<file path="src/rtl/oam_dma_arbiter_pkg.sv">
// Shared constants for the OAM DMA arbiter: bus widths, fixed addresses and FSM encodings.
package oam_dma_arbiter_pkg;

  localparam int REG_WIDTH      = 8;
  localparam int ADDR_WIDTH_DEF = 16;

  localparam logic [15:0] DMA_REG_ADDR_DEF  = 16'h4014;
  localparam logic [15:0] OAM_DATA_ADDR_DEF = 16'h2004;

  localparam logic [2:0] DMA_IDLE  = 3'd0;
  localparam logic [2:0] DMA_HALT  = 3'd1;
  localparam logic [2:0] DMA_ALIGN = 3'd2;
  localparam logic [2:0] DMA_READ  = 3'd3;
  localparam logic [2:0] DMA_WRITE = 3'd4;

endpackage

</file>
<file path="src/rtl/oam_dma_arbiter.sv">
// Memory bus master select: CPU pass-through when idle, 256-byte page copy to the OAM data port on trigger.
//
// state | meaning
// IDLE  | CPU owns the bus, combinational pass-through
// HALT  | CPU stalled, bus idle for one cycle
// ALIGN | extra idle cycle so every READ lands on cyc_odd=1
// READ  | fetch byte {page,idx}
// WRITE | store fetched byte to the OAM data port
module oam_dma_arbiter
  import oam_dma_arbiter_pkg::*;
#(
  parameter int               WIDTH         = REG_WIDTH,
  parameter int               ADDR_WIDTH    = ADDR_WIDTH_DEF,
  parameter logic [ADDR_WIDTH-1:0] DMA_REG_ADDR  = DMA_REG_ADDR_DEF,
  parameter logic [ADDR_WIDTH-1:0] OAM_DATA_ADDR = OAM_DATA_ADDR_DEF
) (
  input  logic                  clk,
  input  logic                  reset_n,
  input  logic [ADDR_WIDTH-1:0] cpu_addr,
  input  logic [WIDTH-1:0]      cpu_din,
  input  logic                  cpu_we,
  output logic [WIDTH-1:0]      cpu_dout,
  output logic                  cpu_rdy,
  output logic [ADDR_WIDTH-1:0] mem_addr,
  output logic [WIDTH-1:0]      mem_din,
  output logic                  mem_we,
  input  logic [WIDTH-1:0]      mem_dout,
  output logic                  dma_active
);

  logic [2:0]       state, state_nxt;
  logic [7:0]       page;
  logic [7:0]       idx;
  logic [WIDTH-1:0] data;
  logic             cyc_odd;
  logic             hit;

  assign hit = cpu_we && (cpu_addr == DMA_REG_ADDR);

  always_comb begin
    state_nxt = state;
    case (state)
      DMA_IDLE:  if (hit) state_nxt = DMA_HALT;
      DMA_HALT:  state_nxt = cyc_odd ? DMA_ALIGN : DMA_READ;
      DMA_ALIGN: state_nxt = DMA_READ;
      DMA_READ:  state_nxt = DMA_WRITE;
      DMA_WRITE: state_nxt = (idx == 8'hFF) ? DMA_IDLE : DMA_READ;
      default:   state_nxt = DMA_IDLE;
    endcase
  end

  always_ff @(posedge clk or negedge reset_n) begin
    if (!reset_n) begin
      state   <= DMA_IDLE;
      page    <= 8'h00;
      idx     <= 8'h00;
      data    <= '0;
      cyc_odd <= 1'b0;
    end else begin
      state   <= state_nxt;
      cyc_odd <= ~cyc_odd;
      case (state)
        DMA_IDLE: if (hit) begin
          page <= cpu_din[7:0];
          idx  <= 8'h00;
        end
        DMA_READ:  data <= mem_dout;
        DMA_WRITE: idx  <= idx + 8'h01;
        default: ;
      endcase
    end
  end

  // Busy states ignore every cpu_* input; only IDLE lets the CPU reach the bus.
  always_comb begin
    mem_addr = cpu_addr;
    mem_din  = cpu_din;
    mem_we   = 1'b0;
    case (state)
      DMA_IDLE:  mem_we = cpu_we & ~hit;
      DMA_READ:  mem_addr = ADDR_WIDTH'({page, idx});
      DMA_WRITE: begin
        mem_addr = OAM_DATA_ADDR;
        mem_din  = data;
        mem_we   = 1'b1;
      end
      default: ;
    endcase
  end

  assign cpu_rdy    = (state == DMA_IDLE);
  assign dma_active = (state != DMA_IDLE);
  assign cpu_dout   = mem_dout;

endmodule

</file>
<file path="config.mk">
export PLATFORM = sky130hd
export DESIGN_NAME = oam_dma_arbiter
export DESIGN_NICKNAME = d
export VERILOG_FILES = /design/src/rtl/oam_dma_arbiter_pkg.sv /design/src/rtl/oam_dma_arbiter.sv
export SDC_FILE = /design/constraint.sdc
export NUM_CORES = 1
export LEC_CHECK = 0
export ABC_AREA = 1
export CAP_MARGIN = 5
export CELL_PAD_IN_SITES_DETAIL_PLACEMENT = 1
export CELL_PAD_IN_SITES_GLOBAL_PLACEMENT = 1
export CORE_ASPECT_RATIO = 1.1
export CORE_MARGIN = 2
export CORE_UTILIZATION = 30
export CTS_BUF_LIST = sky130_fd_sc_hd__clkbuf_16
export DETAILED_ROUTE_END_ITERATION = 6
export GPL_TIMING_DRIVEN = 0
export PLACE_DENSITY = 0.85
export SYNTH_ARGS = -nofsm -noshare
export SYNTH_HDL_FRONTEND = slang
export SYNTH_SLANG_ARGS = --single-unit
</file>
<file path="constraint.sdc">
create_clock -name clk -period 1.5 [get_ports clk]
set_input_delay 0.3 -clock clk [delete_from_list [all_inputs] [get_ports clk]]
set_output_delay 0.3 -clock clk [all_outputs]
set_load 0.01 [all_outputs]
</file>
==> metrics <==
syn_area_per_cell 7.35 um2; DRT Pass-1 Iters 4; failing checks negative setup slack; CP max stage delay 0.43 ns; Buf/Inv on CP 4; Routed wire per std cell approximately 21 um; layout cells sized above 1 48.8%; WP data arrival 1.59 ns; clk root buf clkbuf_16; clk buf depth 2; grt total ovfl 0; via count 2205; area added between synthesis and finish 81.4%; Crit path required time around 1.2 ns; vias per inst 5.03; H-tree Lvls 1; drt drc 0; starting density of the core 31.2%; Placed Instance Area about 2600 um2; antenna violations before repair 0; Critical Path Sink Type output pin; n_diodes 0; Reg2Reg Setup Slack -0.10 ns; Port Buffer Count 69; final worst setup slack -0.395 ns; CTS tree built; Design Area, Final 3270 um2; die area 6640 um2; CP top delay family buffers and inverters; register share of total power 23.8%; CORE AREA 5770 um2; # rows 29; clk sinks 28; P_int 2670 uW; Comb pwr share between 60% and 70%; fin nets approximately 400; number of global-route vias before repair 2386; Max-cap violations 0; post-DP HPWL roughly 4.6 mm; Synth Register Bits 28; Synth Warn # 0; Setup violations, final 42; NetSw 1980 uW; IO Count 70; Worst Max-Slew Pin Slew 0.685 ns; largest net degree at the start of global routing 29; worst-path fanout max 4; Critical Path Source Type flop; outcome complete, but fails checks; die span in x 77.9 um; Fillers 685; clk slew on worst S/H paths 0.07 ns; Gate Count Post-Synth approximately 250; crit path kind reg2out; Slew headroom 54.3%; Placer Congestion 0.835; Peak VDD IR 0.799 mV; RSZ-0062 raised after global routing yes; Worst path most repeated cell nand2_4; area of the multi-input gates 1100 um2; Leak Pwr 0.00165 uW; die span in y 85.3 um; Clock Skews between 0.0015 and 0.002 ns; Total GRT Usage 24.2%; CP Cell Sequence inv_2 > nand2_4 > nor2_4 > buf_6 > clkbuf_16 > nand2_4 > o21ai_1 > buf_2; mapped cell area roughly 1800 um2; antenna-violating nets left 0; post-synthesis sequential area ratio 38.9%; worst min path class in2async; Slowest cell on crit path dfrtp_1; Fin Setup TNS -9.04 ns; PD cells 1420 nW/um2; Hold Buf Count CTS 0; Slew Limit Fails 0; Mapped Nets between 200 and 300; total power 4650 uW; worst skew pair latency 0.28 ns; Unique masters post-synth 23; Fin. Hold Viols 0; fin crit share 126%; global-route wire length before repair 12.4 mm; storage element area roughly 700 um2; Sw Ratio between 40% and 50%; fmax 0.528 GHz; WL final 9.41 mm; Iteration-0 DRC Markers between 80 and 90; final worst path period need 1.89 ns; Clk pwr share 14.2%; cts bufs inserted 3
==> final timing paths <==
| check | start | endpoint | depth (start not counted) |
|---|---|---|---|
| worst max-delay path | state[0] | mem_din[0] | 8 |
| worst min-delay path | reset_n | idx[6] | 1 |
| worst max register to register | state[0] | idx[4] | 9 |
| worst min register to register | cyc_odd | cyc_odd | 1 |
| max in group asynchronous | reset_n | idx[0] | 1 |
| min in group clk | cyc_odd | cyc_odd | 1 |
==> worst register-to-register path: stages, from the launching register on <==
cell       delay (ns)
dfrtp_1          0.43
inv_2            0.10
nand2_4          0.06
nor2_4           0.13
buf_6            0.15
clkbuf_16        0.15
buf_4            0.12
buf_4            0.12
nand3_1          0.13
nand2_1          0.13
==> registers in the layout, summed over array words and instances, names as in the netlist <==
| name | flops |
|---|---|
| idx | 8 |
| page | 8 |
| data | 8 |
| state | 3 |
| cyc_odd | 1 |
==> through the flow <==
stage	util (%)	setup WS (ns)	hold WS [ns]	instances
after global routing	56.6	-0.439	0.107	438
after CTS	50.6	-0.311	0.436	423
final	56.6	-0.395	0.0548	438
after global placement	44.9	-0.752	0.414	391
after detailed placement	44.9	-0.793	0.424	391
after floorplan	-	0.135	0.00441	245
==> area by class of cell <==
| cell class | instances | area share [%] |
|---|---|---|
| multi-input cells | 168 | 33.5 |
| repair buffers | 112 | 29.7 |
| flip-flops and latches | 28 | 21.4 |
| plain buffers | 18 | 6.24 |
| inverters | 31 | 3.71 |
| well taps | 77 | 2.95 |
| clock buffers | 3 | 2.30 |
| clock inverters | 1 | 0.115 |
==> layout by cell type (no fill, tap or decap), types with 6 or more instances in the layout <==
master           synthesis  layout
a21oi_1                  6       6
buf_2                    7      23
buf_4                    8      36
buf_6                    3      20
buf_8                    0       6
clkdlybuf4s50_1          0      18
dfrtp_1                 28      28
dlygate4sd2_1            0      21
inv_1                   27      23
inv_2                    4       6
nand2_1                 78      57
nand2_2                  5      22
nand3_2                  6      18
nor2_4                   3       8
o21ai_1                  3      13
o21ai_2                  8      11
==> cell usage after synthesis, drive strengths merged <==
cell type	n	area, um2
buf	18	129
o22ai	3	18.8
ha	1	12.5
nand3	25	155
a21oi	6	30.0
dfrtp	28	701
nand2	84	335
nand4	3	33.8
inv	31	116
o21ai	29	175
o211ai	1	7.51
nor2	16	87.6
==> metal layers <==
layer / vias to the layer above / wire length (um) / track usage, %
met5: - / 0 / 0
met4: 0 / 493 / 11.5
met2: 83 / 4830 / 45.8
li1: 1001 / - / -
met3: 35 / 385 / 2.66
met1: 1086 / 3700 / 26.6
==> kinds of logic after synthesis <==
logic type,synth area share (%)
buf+inv,13.6
flops,38.9
simple gates,34.0
compound gates,12.8
fa+ha+maj,0.694
==> power groups by stage <==
stage          registers (uW)  clock network [uW]  logic [uW]
3_3_place_gp             1060                   0        1750
5_1_grt                  1130                 689        3060
4_1_cts                  1040                 627        2230
3_5_place_dp             1070                   0        1820
2_1_floorplan            1040                   0         924
6_report                 1110                 659        2880
==> timing repair <==
item                                    CTS  global route
cloned                                    1             2
resized for setup                       192            67
endpoints found under the setup margin   75            46
pin swaps                                13            13
buffers inserted                         27            14
(Power assumes the default switching activity.)
